$ cat src/rtl/gcm_result_capture_if.sv
// gcm_result_capture_if
// Word stream from the GCM core into the result capture block.
//   in_valid : word on in_data is valid
//   in_data  : 32-bit result word; word 0 is the most significant
//   in_last  : final word of the result, qualified by in_valid && in_ready
//   in_ready : capture block accepts a word this cycle
// Handshake: a word transfers on every rising clk edge where
// in_valid && in_ready are both high. in_last has meaning only on that edge.
interface gcm_result_capture_if;
    logic        in_valid;
    logic [31:0] in_data;
    logic        in_last;
    logic        in_ready;

    modport master (output in_valid, output in_data, output in_last, input in_ready);
    modport slave  (input in_valid, input in_data, input in_last, output in_ready);
endinterface

$ cat src/rtl/gcm_result_capture.sv
// gcm_result_capture
// Collects a 128-bit GCM result as four 32-bit words, measures the latency
// from start to the last word, and holds the committed value and the count
// for the seven-segment display driver downstream.
// Ports:
//   clk, clr    : clock; asynchronous active-high reset
//   start       : one-cycle pulse, begins a measurement from any state
//   in_if       : word stream (slave side), see gcm_result_capture_if
//   o_x         : committed 128-bit result, bit 0 is the MSB
//   o_count     : latency count, saturates at TIMEOUT
//   o_done      : a result is committed
//   o_busy      : measurement in progress
//   o_dbg_state : current FSM state (IDLE=0, RUN=1, DONE=2, TOUT=3)
module gcm_result_capture #(
    parameter logic [31:0] TIMEOUT = 32'h3B9A_CA00
) (
    input  logic                 clk,
    input  logic                 clr,
    input  logic                 start,
    gcm_result_capture_if.slave  in_if,
    output logic [0:127]         o_x,
    output logic [0:31]          o_count,
    output logic                 o_done,
    output logic                 o_busy,
    output logic [1:0]           o_dbg_state
);

    typedef enum logic [1:0] {IDLE = 2'd0, RUN = 2'd1, DONE = 2'd2, TOUT = 2'd3} state_t;

    state_t       state_q, state_d;
    logic [0:127] x_q, x_d;
    logic [0:127] shadow_q, shadow_d;
    logic [31:0]  cnt_q, cnt_d;
    logic [1:0]   idx_q, idx_d;
    logic         done_q, done_d;
    logic         busy_q, busy_d;

    logic         accept;
    logic         complete;
    logic [31:0]  cnt_inc;
    logic [6:0]   word_base;
    logic [0:127] merged;

    always_comb begin
        state_d  = state_q;
        x_d      = x_q;
        shadow_d = shadow_q;
        cnt_d    = cnt_q;
        idx_d    = idx_q;
        done_d   = done_q;

        // Start outranks any word on the same cycle, so accept is masked.
        accept    = (state_q == RUN) && in_if.in_valid && !start;
        complete  = accept && ((idx_q == 2'd3) || in_if.in_last);
        cnt_inc   = (cnt_q >= TIMEOUT) ? TIMEOUT : cnt_q + 32'd1;
        word_base = {idx_q, 5'd0};

        // Shadow with the current word dropped in; words not yet written are
        // still zero because start clears the shadow.
        merged = shadow_q;
        merged[word_base +: 32] = in_if.in_data;

        if (start) begin
            state_d  = RUN;
            cnt_d    = 32'd0;
            idx_d    = 2'd0;
            shadow_d = '0;
            done_d   = 1'b0;
        end else if (state_q == RUN) begin
            cnt_d = cnt_inc;
            if (accept) begin
                shadow_d = merged;
                idx_d    = idx_q + 2'd1;
            end
            if (complete) begin
                // Completion wins over the timeout threshold on the same cycle.
                x_d     = merged;
                done_d  = 1'b1;
                state_d = DONE;
            end else if (cnt_q == TIMEOUT - 32'd1) begin
                cnt_d   = TIMEOUT;
                state_d = TOUT;
            end
        end

        busy_d = (state_d == RUN);
    end

    always_ff @(posedge clk or posedge clr) begin
        if (clr) begin
            state_q  <= IDLE;
            x_q      <= '0;
            shadow_q <= '0;
            cnt_q    <= 32'd0;
            idx_q    <= 2'd0;
            done_q   <= 1'b0;
            busy_q   <= 1'b0;
        end else begin
            state_q  <= state_d;
            x_q      <= x_d;
            shadow_q <= shadow_d;
            cnt_q    <= cnt_d;
            idx_q    <= idx_d;
            done_q   <= done_d;
            busy_q   <= busy_d;
        end
    end

    assign in_if.in_ready = (state_q == RUN);
    assign o_x            = x_q;
    assign o_count        = cnt_q;
    assign o_done         = done_q;
    assign o_busy         = busy_q;
    assign o_dbg_state    = state_q;

endmodule

$ cat src/flat_wrapper.sv
// flat-port wrapper written by rule: the top's interface ports become plain ports
module gcm_result_capture_flat 
#(
    parameter logic [31:0] TIMEOUT = 32'h3B9A_CA00
)
  (clk, clr, start, o_x, o_count, o_done, o_busy, o_dbg_state, in_if_in_valid, in_if_in_data, in_if_in_last, in_if_in_ready);
  gcm_result_capture_if in_if_i ();
  input  logic clk;
  input  logic clr;
  input  logic start;
  output logic [0:127] o_x;
  output logic [0:31] o_count;
  output logic o_done;
  output logic o_busy;
  output logic [1:0] o_dbg_state;
  input wire logic [$bits(in_if_i.in_valid)-1:0] in_if_in_valid;
  input wire logic [$bits(in_if_i.in_data)-1:0] in_if_in_data;
  input wire logic [$bits(in_if_i.in_last)-1:0] in_if_in_last;
  output wire logic [$bits(in_if_i.in_ready)-1:0] in_if_in_ready;
  assign in_if_i.in_valid = in_if_in_valid;
  assign in_if_i.in_data = in_if_in_data;
  assign in_if_i.in_last = in_if_in_last;
  assign in_if_in_ready = in_if_i.in_ready;
  gcm_result_capture #(.TIMEOUT(TIMEOUT)) u_core (.clk(clk), .clr(clr), .start(start), .in_if(in_if_i), .o_x(o_x), .o_count(o_count), .o_done(o_done), .o_busy(o_busy), .o_dbg_state(o_dbg_state));
endmodule
$ cat config.mk
export PLATFORM = sky130hd
export DESIGN_NAME = gcm_result_capture_flat
export DESIGN_NICKNAME = d
export VERILOG_FILES = /design/src/rtl/gcm_result_capture_if.sv /design/src/rtl/gcm_result_capture.sv /design/src/flat_wrapper.sv
export SDC_FILE = /design/constraint.sdc
export NUM_CORES = 1
export LEC_CHECK = 0
export CORE_MARGIN = 2
export CORE_UTILIZATION = 45
export DETAILED_ROUTE_END_ITERATION = 6
export PLACE_DENSITY = 0.8
export SLEW_MARGIN = 20
export SYNTH_ARGS = -nofsm -noshare
export SYNTH_HDL_FRONTEND = slang
export SYNTH_SLANG_ARGS = --single-unit
$ cat constraint.sdc
create_clock -name clk -period 11.4 [get_ports clk]
set_input_delay 2.28 -clock clk [delete_from_list [all_inputs] [get_ports clk]]
set_output_delay 2.28 -clock clk [all_outputs]
set_load 0.01 [all_outputs]
==> results of run 1 <==
how the worst max path moves through the flow:
stage | cells past startpoint | to | start
floorplan | 1 | u_core.idx_q[0]$_DFFE_PP0P_ | clr
global placement | 7 | u_core.o_x[3]$_DFFE_PP0P_ | in_if_in_valid
detailed placement | 7 | u_core.o_x[4]$_DFFE_PP0P_ | in_if_in_valid
CTS | 7 | u_core.o_x[33]$_DFFE_PP0P_ | in_if_in_valid
global route | 7 | u_core.o_x[63]$_DFFE_PP0P_ | in_if_in_valid
finish | 7 | u_core.o_x[4]$_DFFE_PP0P_ | in_if_in_valid
stage by stage:
stage               instance area [µm²]  setup slack [ns]  power (mW)
floorplan                         12400              1.00        1.52
global placement                  14600              5.68        1.84
detailed placement                14600              5.56        1.85
CTS                               15700              6.09        2.89
global route                      15700              6.15        2.99
finish                            15700              6.42        2.87
power by group:
part	switching, mW	total (mW)	internal (mW)
Combinational	0.293	0.581	0.288
Clock	0.407	1.04	0.630
Sequential	0.0840	1.25	1.17
Total	0.784	2.87	2.09
critical path, delay by kind of cell:
family / cells / cell delay, ns
buf+inv: 3 / 2.04
simple gates: 4 / 1.08
cells by family (layout without fill, tap and decap cells):
logic type	count (synthesis)	in the layout	share of synthesized area [%]
flops	294	294	59.2
xor+xnor	2	2	0.141
mux	4	4	0.332
compound gates	319	319	21.5
fa+ha+maj	6	6	0.604
simple gates	404	404	14.0
buf+inv	138	285	4.21
registers in the layout (all words and copies together), names as in the netlist:
register            cells
u_core.idx_q            2
u_core.o_count         32
u_core.o_x            128
u_core.o_dbg_state      2
u_core.shadow_q       128
u_core.o_busy           1
u_core.o_done           1
cell usage after synthesis (2+ instances only):
cell	n	area share, %
sky130_fd_sc_hd__nor3b_1	4	0.24
sky130_fd_sc_hd__and3_1	13	0.65
sky130_fd_sc_hd__a22oi_1	3	0.18
sky130_fd_sc_hd__mux2i_1	3	0.24
sky130_fd_sc_hd__o31ai_1	2	0.12
sky130_fd_sc_hd__a211oi_1	3	0.18
sky130_fd_sc_hd__a22o_1	128	9.0
sky130_fd_sc_hd__nor2_1	288	8.7
sky130_fd_sc_hd__nand3_1	21	0.85
sky130_fd_sc_hd__a21oi_1	16	0.64
sky130_fd_sc_hd__dfrtp_1	294	59
sky130_fd_sc_hd__or4_1	5	0.30
sky130_fd_sc_hd__and4_1	6	0.42
sky130_fd_sc_hd__or3_1	3	0.15
sky130_fd_sc_hd__a311oi_1	3	0.21
sky130_fd_sc_hd__clkbuf_1	88	2.7
sky130_fd_sc_hd__nor4_1	7	0.35
sky130_fd_sc_hd__a21o_1	2	0.12
sky130_fd_sc_hd__a311o_1	2	0.16
sky130_fd_sc_hd__buf_1	33	1.0
sky130_fd_sc_hd__ha_1	6	0.60
sky130_fd_sc_hd__nor3_1	9	0.36
sky130_fd_sc_hd__a31oi_1	12	0.60
sky130_fd_sc_hd__inv_1	13	0.39
sky130_fd_sc_hd__a221oi_1	129	9.1
sky130_fd_sc_hd__o21ai_0	5	0.20
sky130_fd_sc_hd__nand2_1	33	1.0
sky130_fd_sc_hd__buf_2	4	0.16
sky130_fd_sc_hd__nand4_1	6	0.30
sky130_fd_sc_hd__and2_1	3	0.15
sky130_fd_sc_hd__o21a_1	3	0.18
sky130_fd_sc_hd__a2bb2oi_1	2	0.14
area by class of cell:
class                   instances  area [µm²]
fillers                      2195       11300
clock inverters                10         154
clock buffers                  44         895
inverters                      13        56.3
repair buffers                218        2140
well taps                     341         427
flip-flops and latches        294        7360
multi-input cells             735        4680
routing by layer:
metal,global-route usage (%),vias to the layer above,part of all wire (%)
li1,-,4543,-
met1,33.0,5097,42
met2,37.5,504,46
met3,5.21,74,8.6
met4,7.66,0,2.8
met5,0,-,0
cell usage in the layout (no fill, tap or decap), types with 4 or more instances in the layout:
master and n:
sky130_fd_sc_hd__a22o_1 128, sky130_fd_sc_hd__o21ai_0 5, sky130_fd_sc_hd__nor4_1 5, sky130_fd_sc_hd__and3_1 13
sky130_fd_sc_hd__nand2_1 33, sky130_fd_sc_hd__nand4_1 6, sky130_fd_sc_hd__dfrtp_1 294, sky130_fd_sc_hd__and4_1 6
sky130_fd_sc_hd__clkinv_2 5, sky130_fd_sc_hd__or4_1 5, sky130_fd_sc_hd__a31oi_1 8, sky130_fd_sc_hd__a31oi_4 4
sky130_fd_sc_hd__clkdlybuf4s50_1 200, sky130_fd_sc_hd__clkbuf_16 31, sky130_fd_sc_hd__nor3_1 6, sky130_fd_sc_hd__nor2_1 286
sky130_fd_sc_hd__clkbuf_8 7, sky130_fd_sc_hd__a21oi_1 16, sky130_fd_sc_hd__a221oi_1 129, sky130_fd_sc_hd__clkbuf_1 6
sky130_fd_sc_hd__nand3_1 21, sky130_fd_sc_hd__bufinv_16 4, sky130_fd_sc_hd__ha_1 6, sky130_fd_sc_hd__buf_4 16
sky130_fd_sc_hd__inv_1 11
==> insert_results.sql, run 1 <==
INSERT INTO impl_metrics (metric_group, metric, value, unit) VALUES
('run_status', 'outcome', 'completed', ''),
('worst_setup_path', 'r2r_start', 'u_core.idx_q[0]$_DFFE_PP0P_', ''),
('timing', 'finalSetupTns', '0', 'ns'),
('timing', 'fmax', '201', 'MHz'),
('yosys', 'synth_cell_type_count', '50', ''),
('worst_setup_path', 'worst-endpoint-arrival', '5.46', 'ns'),
('layout', 'layout.cells.non_filler', '1655', ''),
('timing', 'worst_hold_slack', '0.501', 'ns'),
('yosys', 'asyncSetResetFlopFracSynth', '100', '%'),
('timing', 'setup_viol_count_final', '0', ''),
('min_path', 'worst_hold_startpoint', 'u_core.shadow_q[72]$_DFFE_PP0P_', ''),
('worst_setup_path', 'critical_path_cell_by_cell', 'clkdlybuf4s50_1, nand3b_4, nor3_4, buf_4, buf_4, nor2_1, nor2_1', ''),
('timing', 'rsz_0062_raised_after_global_routing', 'no', ''),
('worst_setup_path', 'crit_path_max_incr_delay', '0.80', 'ns'),
('yosys', 'ys_seq_area_share', '59.2', '%'),
('detailed_routing', 'detail_route.first_pass.iterations', '7', ''),
('worst_setup_path', 'worst_r2r_endpoint', 'u_core.o_count[5]$_DFFE_PP0P_', ''),
('die', 'initial_utilization', '46.0', '%'),
('worst_setup_path', 'cpMaxStageDelayCell', 'sky130_fd_sc_hd__clkdlybuf4s50_1', ''),
('layout', 'num-nets-final', '1335', ''),
('pwr', 'total_leakage_power', '6.85', 'nW'),
('die', 'boundaryPins', '202', ''),
('job', 'cap_viol_max_count', '0', ''),
('clock_network', 'htree_num_levels', '1', ''),
('min_path', 'holdPathStages', '1', ''),
('die', 'die_height', '170', 'µm'),
('global_route', 'grt_use_total', '23.8', '%'),
('clock_network', 'clock_path_buffers', '3', ''),
('detailed_routing', 'ant_nets', '0', ''),
('timing', 'tightest_slew', '1.13', 'ns'),
('timing', 'timing_hold_violations_final', '0', ''),
('detailed_routing', 'detail_route.drc_violations', '0', ''),
('worst_setup_path', 'worstSetupStartpointType', 'input pin', ''),
('yosys', 'synth_top_flop_cell', 'sky130_fd_sc_hd__dfrtp_1', ''),
('worst_setup_path', 'critPathRequiredTime', '11.87', 'ns'),
('detailed_routing', 'via_count', '10200', ''),
('timing', 'final_max_slew_viol_count', '0', ''),
('pwr', 'peakVddDrop', '0.101', 'mV'),
('die', 'floorplan.core_area', '27000', 'µm²'),
('global_route', 'grt_pass1_vias', '10100', ''),
('yosys', 'edff_count_synth', '0', ''),
('clock_network', 'clk_latency', '0.55', 'ns'),
('layout', 'final_core_util', '58.1', '%'),
('clock_network', 'cts_num_sinks', '294', ''),
('global_route', 'grt_first_pass_wirelength', '55400', 'µm'),
('place', 'finalWeightedCongestion', '0.845', ''),
('detailed_routing', 'drt-total-wl', '34900', 'µm'),
('global_route', 'grt_max_degree', '142', ''),
('die', 'die-area', '29000', 'µm²'),
('global_route', 'number_of_antenna_violations_at_the_first_check_in_global_routing', '0', ''),
('place', 'number_of_placed_instances_with_taps_included', '1601', ''),
('yosys', 'syn_nets', '1210', ''),
('layout', 'antenna-diode-count', '0', ''),
('worst_setup_path', 'worstPathMaxFanout', '63', ''),
('worst_setup_path', 'crit_type', 'in2reg', ''),
('detailed_routing', 'vias_per_cell', '6.17', ''),
('min_path', 'hp-class', 'reg2reg', ''),
('clock_network', 'cts_root_buffer', 'sky130_fd_sc_hd__clkbuf_16', ''),
('timing', 'final.period_utilization', '43.7', '%'),
('detailed_routing', 'drt-wirelength-per-cell', '21.1', 'µm'),
('detailed_routing', 'drt_iter0_drc', '845', ''),
('timing', 'finalCriticalPeriod', '4.98', 'ns'),
('clock_network', 'postCtsSetupRepairBufs', '0', ''),
('timing', 'skew', '0.00726', 'ns'),
('clock_network', 'post_cts.resized_instances', '0', ''),
('clock_network', 'post_cts_hold_buffer_count', '0', ''),
('worst_setup_path', 'number_of_cells_traversed_by_the_worst_register_to_register_path', '7', ''),
('layout', 'flow.area_growth_from_synthesis', '26.4', '%'),
('yosys', 'ys_ff_latch', '294', ''),
('place', 'dp_hpwl', '21200', 'µm'),
('clock_network', 'tritoncts.num_buffers', '30', '');
(Power assumes the default switching activity.)
==> run 2, diff against run 1 <==
--- a/config.mk
+++ b/config.mk
@@ -8,7 +8,7 @@
 export CORE_MARGIN = 2
 export CORE_UTILIZATION = 45
 export DETAILED_ROUTE_END_ITERATION = 6
-export PLACE_DENSITY = 0.8
+export PLACE_DENSITY = 0.83
 export SLEW_MARGIN = 20
 export SYNTH_ARGS = -nofsm -noshare
 export SYNTH_HDL_FRONTEND = slang
==> constraint.sdc (replaced) <==
create_clock -name clk -period 4.3 [get_ports clk]
set_input_delay 0.86 -clock clk [delete_from_list [all_inputs] [get_ports clk]]
set_output_delay 0.86 -clock clk [all_outputs]
set_load 0.01 [all_outputs]
==> run 2 against run 1 <==
Global-route usage grew 0.66 points; power grew to 2.6 times the previous value; combinational power grew to 2.7 times the previous value; first-iteration DRC count grew 18%; worst setup slack lost 5.3 ns; flip-flop and latch count is the same; via count grew 1.4%; non-clock buffer count grew 18; critical path depth shrank 3; worst hold slack lost 0.017 ns; register-to-register slack lost 6.6 ns; largest cell class unchanged.
==> insert_results.sql, run 2 (same netlist as run 1, synthesis figures left out) <==
INSERT INTO impl_metrics (metric_group, metric, value, unit) VALUES
('layout', 'stdcell_area', '15900', 'µm²'),
('worst_setup_path', 'worst_setup_path_startpoint', 'u_core.o_dbg_state[1]$_DFF_PP0_', ''),
('timing', 'timing_hold_violations_final', '0', ''),
('timing', 'final.period_utilization', '75.1', '%'),
('global_route', 'number_of_antenna_violations_at_the_first_check_in_global_routing', '0', ''),
('die', 'row_count', '60', ''),
('die', 'die_height', '170', 'µm'),
('detailed_routing', 'via_count', '10400', ''),
('place', 'dpl-instance-area', '14800', 'µm²'),
('worst_setup_path', 'crit_type', 'reg2out', ''),
('layout', 'layout.cells.non_filler', '1674', ''),
('global_route', 'grt_use_total', '24.4', '%'),
('die', 'fp.dieW', '170', 'µm'),
('worst_setup_path', 'worstPathMaxFanout', '34', ''),
('layout', 'flow.area_growth_from_synthesis', '27.8', '%'),
('pwr', 'peakVddDrop', '0.233', 'mV'),
('die', 'initial_utilization', '46.0', '%'),
('detailed_routing', 'vias_per_cell', '6.19', ''),
('timing', 'slew-limit-headroom', '21.1', '%'),
('place', 'number_of_placed_instances_with_taps_included', '1617', ''),
('worst_setup_path', 'worst_r2r_endpoint', 'u_core.shadow_q[58]$_DFFE_PP0P_', ''),
('timing', 'rsz_0062_raised_after_global_routing', 'no', ''),
('detailed_routing', 'detail_route.drc_violations', '0', ''),
('detailed_routing', 'ant_nets', '0', ''),
('place', 'dp_hpwl', '22100', 'µm'),
('layout', 'filler_cell_count', '2207', ''),
('worst_setup_path', 'worst_setup_path_end_kind', 'primary output', ''),
('clock_network', 'worst_setup_hold_path_clk_slew', '0.06', 'ns'),
('timing', 'final_max_slew_viol_count', '0', ''),
('pwr', 'p_per_area', '476', 'nW/µm²'),
('layout', 'num-nets-final', '1354', ''),
('worst_setup_path', 'critPathRequiredTime', '3.44', 'ns'),
('min_path', 'whs_endpoint', 'u_core.o_done$_DFFE_PP0P_', ''),
('layout', 'drive_above_1_share', '7.88', '%'),
('run_status', 'outcome', 'completed', ''),
('clock_network', 'htree_num_levels', '1', ''),
('worst_setup_path', 'critical_path_cell_by_cell', 'nand2b_1, buf_4, inv_1, clkdlybuf4s50_1', ''),
('clock_network', 'clk_latency', '0.55', 'ns'),
('worst_setup_path', 'number_of_buffers_and_inverters_on_the_critical_path', '3', ''),
('place', 'finalWeightedCongestion', '0.834', ''),
('worst_setup_path', 'rrSetupSlack', '1.50', 'ns'),
('global_route', 'use_met3', '4.51', '%'),
('pwr', 'total_leakage_power', '6.95', 'nW'),
('worst_setup_path', 'number_of_cells_traversed_by_the_worst_register_to_register_path', '6', ''),
('timing', 'finalSetupTns', '0', 'ns'),
('timing', 'setup_viol_count_final', '0', ''),
('clock_network', 'cts_num_sinks', '294', ''),
('clock_network', 'cts_root_buffer', 'sky130_fd_sc_hd__clkbuf_16', ''),
('timing', 'skew', '0.0103', 'ns'),
('timing', 'finalCriticalPeriod', '3.23', 'ns'),
('global_route', 'grt_max_degree', '115', ''),
('min_path', 'holdPathStages', '1', ''),
('clock_network', 'post_cts.resized_instances', '0', ''),
('detailed_routing', 'drt-wirelength-per-cell', '21.0', 'µm'),
('clock_network', 'tritoncts.num_buffers', '31', ''),
('worst_setup_path', 'worstSetupStartpointType', 'flop', ''),
('layout', 'most_frequent_standard_cell_in_the_layout_excluding_fill_and_tap_cells', 'sky130_fd_sc_hd__dfrtp_1', ''),
('worst_setup_path', 'worst-endpoint-arrival', '2.37', 'ns'),
('detailed_routing', 'detail_route.first_pass.iterations', '7', ''),
('job', 'cap_viol_max_count', '0', ''),
('timing', 'fmax', '310', 'MHz'),
('detailed_routing', 'drt_iter0_drc', '1001', ''),
('global_route', 'grt_first_pass_wirelength', '56700', 'µm'),
('clock_network', 'post_cts_hold_buffer_count', '0', ''),
('global_route', 'grt_pass1_vias', '10400', ''),
('layout', 'most-common-layout-cells', 'sky130_fd_sc_hd__dfrtp_1 (294), sky130_fd_sc_hd__nor2_1 (286), sky130_fd_sc_hd__clkdlybuf4s50_1 (200)', ''),
('detailed_routing', 'drt-total-wl', '35200', 'µm'),
('worst_setup_path', 'number_of_cells_on_the_critical_path', '4', ''),
('die', 'boundaryPins', '202', ''),
('clock_network', 'cts_tree', 'done', ''),
('worst_setup_path', 'r2r_start', 'u_core.o_dbg_state[0]$_DFF_PP0_', ''),
('min_path', 'worst_hold_startpoint', 'u_core.o_done$_DFFE_PP0P_', ''),
('worst_setup_path', 'timing.critical_path.max_delay_family', 'buffers and inverters', ''),
('min_path', 'hp-class', 'reg2reg', ''),
('timing', 'tightest_slew', '1.18', 'ns'),
('layout', 'antenna-diode-count', '0', ''),
('place', 'port_buffers', '201', ''),
('worst_setup_path', 'crit_path_max_incr_delay', '0.63', 'ns'),
('global_route', 'global_route.usage.met2', '39.7', '%'),
('clock_network', 'clock_path_buffers', '3', ''),
('global_route', 'busiest_metal_layer_after_global_routing', 'met2', ''),
('clock_network', 'postCtsSetupRepairBufs', '0', ''),
('die', 'floorplan.core_area', '27000', 'µm²'),
('die', 'die-area', '29000', 'µm²'),
('global_route', 'global_route.overflow_total', '0', ''),
('global_route', 'met1_usage', '33.8', '%'),
('worst_setup_path', 'cpMaxStageDelayCell', 'sky130_fd_sc_hd__clkdlybuf4s50_1', '');
-- run 2: cell types whose count changed in the layout (fill, tap and decap cells not counted), moves of 2 or more --
cell	delta
sky130_fd_sc_hd__clkinvlp_4	+2
sky130_fd_sc_hd__buf_16	+2
sky130_fd_sc_hd__buf_4	+13
sky130_fd_sc_hd__buf_12	+4
-- run 2: layer usage --
metal / wire [µm] / vias up
li1: - / 4578
met1: 14900 / 5260
met2: 16900 / 472
met3: 2730 / 47
met4: 616 / 0
met5: 0 / -
-- run 2: metrics by stage --
step | power, mW | utilization [%] | hold WS [ns] | setup WS [ns]
after global routing | 7.90 | 58.8 | 0.511 | 0.926
after CTS | 7.61 | 58.6 | 0.493 | 1.05
final | 7.56 | 58.8 | 0.485 | 1.07
after detailed placement | 4.94 | 54.8 | 0.476 | 0.705
after floorplan | 4.02 | - | 0.466 | -0.463
after global placement | 4.89 | 54.8 | 0.473 | 0.781
-- run 2: worst max path at each step --
stage                     slack [ns]                        endpoint
after CTS                       1.05                  in_if_in_ready
after global placement          0.78  u_core.o_count[10]$_DFFE_PP0P_
after detailed placement        0.71  u_core.o_count[18]$_DFFE_PP0P_
after floorplan                -0.46     u_core.idx_q[0]$_DFFE_PP0P_
after global routing            0.93                  in_if_in_ready
final                           1.07                  in_if_in_ready
-- run 2: cell type report --
type / instances / area, µm² / share of cell area, %
Sequential cell: 294 / 7360 / 46.3
Inverter: 13 / 52.6 / 0.331
Tap cell: 341 / 427 / 2.69
Timing Repair Buffer: 236 / 2360 / 14.9
Clock buffer: 44 / 885 / 5.57
Clock inverter: 11 / 140 / 0.882
Multi-Input combinational cell: 735 / 4660 / 29.4
-- run 2: where the power goes --
group	internal, mW	switching [mW]	total (mW)
sequential	3.10	0.228	3.33
clock	1.60	1.07	2.67
combinational	0.783	0.777	1.56
==> RTL change (config.mk and constraints of run 2) <==
Register the output `o_dbg_state` once more, with the module's reset; this adds one clock of latency there. The other outputs are not delayed to match.
--- a/src/rtl/gcm_result_capture.sv
+++ b/src/rtl/gcm_result_capture.sv
@@ -111,7 +111,13 @@
     assign o_count        = cnt_q;
     assign o_done         = done_q;
     assign o_busy         = busy_q;
-    assign o_dbg_state    = state_q;
+    always_ff @(posedge clk or posedge clr) begin
+        if (clr) begin
+            o_dbg_state <= '0;
+        end else begin
+            o_dbg_state <= state_q;
+        end
+    end
 
 endmodule
 
Check against the original RTL: not equivalent (Yosys sat finds a counterexample within 4 cycles, from zero or initial values).
==> RTL change against run 2 <==
Sequential share of layout area shrank 1.4 points. Cell area grew 3.9%. Setup slack gained 190 ps. Clock skew shrank 1.6 ps. Area after synthesis grew 5.5%. Routed wire length grew 5.1%. Sequential cell count grew 2.
Power is not compared: it rests on default switching activity, and its combinational part moved more than twofold at a synthesized area within 25%.
==> RTL change: results (changes against run 2) <==
Parameter                              Value

Finish
  Net count, final ... 1488 (+9.9%)
  Layout filler cell count ... 2429 (+10%)
  Share of layout cells above drive strength 1 ... 6.88% (-0.99 points)

Placement
  Post-placement worst setup slack ... 1110 ps (+402 ps)
  Placed inst area ... 0.0155 mm² (+4.5%)
  HPWL after detailed placement ... 23.8 mm (+8.1%)
  DP Cell Count ... 1796 (+11%)
  Final weighted congestion in routability-driven placement ... 0.877 (+5.3%)

GRT
  Maximum number of pins on one net before global-route repair ... 68 (-41%)
  Number of global-route vias before repair ... 10.4k (+0.44%)
  Overall routing resource usage ... 23.8% (-0.64 points)
  Global-route wire length before repair ... 58.7 mm (+3.5%)

CTS
  Inserted Clock Buffers ... 30 (-3.2%)
  Clock input transition at the sequential cells of the worst setup and hold paths ... 60 ps (about the same)

Route
  Detailed router's first-iteration violation count ... 999 (-0.20%)
  Per-cell routed wire length ... 20.0 µm (-5.0%)
  Via count ... 10.9k (+5.0%)

Timing
  Worst setup skew after layout ... 8.71 ps (-1.59 ps)
  Transition time of the tightest slew-check pin ... 1000 ps (-182 ps)

Run status
  Result of the run ... complete, no violations

Setup path
  CP max FO ... 35 (+2.9%)
  Worst path arrival time ... 3470 ps (+1100 ps)

Logic synthesis
  Yosys cell types ... 56 (+12%)
  Sequential share of the synthesized area ... 56.5% (-2.7 points)
  Cell types with the highest counts after synthesis ... 296 x sky130_fd_sc_hd__dfrtp_1, 162 x sky130_fd_sc_hd__nand2_1, 144 x sky130_fd_sc_hd__a21oi_1
  Synth Area per Inst ... 9.95 µm² (-6.5%)
  Biggest area contributors in the synthesized netlist ... sky130_fd_sc_hd__dfrtp_1 57%, sky130_fd_sc_hd__a22o_1 8.6%, sky130_fd_sc_hd__nor2b_1 6.1%
  Post-synth net total ... 1360 (+12%)

Power
  Overall power of the completed layout ... approximately 0.0064 W
==> RTL change: area by class of cell <==
cell class	count	area, µm²	area share, %
clock buffers	42	887	5.37
clock inverters	12	128	0.773
inverters	10	41.3	0.250
multi-input cells	873	5190	31.5
flip-flops and latches	296	7410	44.9
well taps	384	480	2.91
repair buffers	234	2370	14.4
==> RTL change: final timing paths <==
kind | startpoint | endpoint | slack, ps | cells past startpoint
setup / recovery | u_core.idx_q[0] | u_core.o_count[17] | 1260 | 6
hold / removal | u_core.state_q[1] | u_core.o_dbg_state[1] | 450 | 0
setup reg to reg | u_core.idx_q[0] | u_core.o_count[17] | 1260 | 6
hold reg to reg | u_core.state_q[1] | u_core.o_dbg_state[1] | 450 | 0
max in group asynchronous | clr | u_core.shadow_q[50] | 2710 | 4
min in group asynchronous | clr | u_core.o_x[58] | 700 | 2
==> RTL change: kinds of logic (layout without fill, tap and decap cells) <==
family	Yosys count	count (layout)	share of synthesized area [%]
xor gates and xnor gates	3	3	0.200
AOI/OAI and AO/OA	449	449	22.0
muxes	3	3	0.229
buffers and inverters	148	298	4.33
and+or+nand+nor	412	412	16.2
DFF	296	296	56.5
adders and majority gates	6	6	0.573
==> RTL change: layer usage <==
layer / vias up / GRT usage [%] / wire length, µm
met1: 5426 / 34.3 / 16500
met4: 0 / 6.15 / 781
met3: 63 / 3.37 / 2490
met2: 475 / 38.1 / 17200
li1: 4912 / - / -
met5: - / 0 / 0
==> RTL change: worst max-delay path, cell delays in order, from the launching register on <==
cell and delay (ps):
sky130_fd_sc_hd__dfrtp_1 430, sky130_fd_sc_hd__ha_2 760, sky130_fd_sc_hd__o21ba_2 320, sky130_fd_sc_hd__a2111oi_1 130, sky130_fd_sc_hd__o211ai_2 560, sky130_fd_sc_hd__nand2_1 300, sky130_fd_sc_hd__o311a_1 410
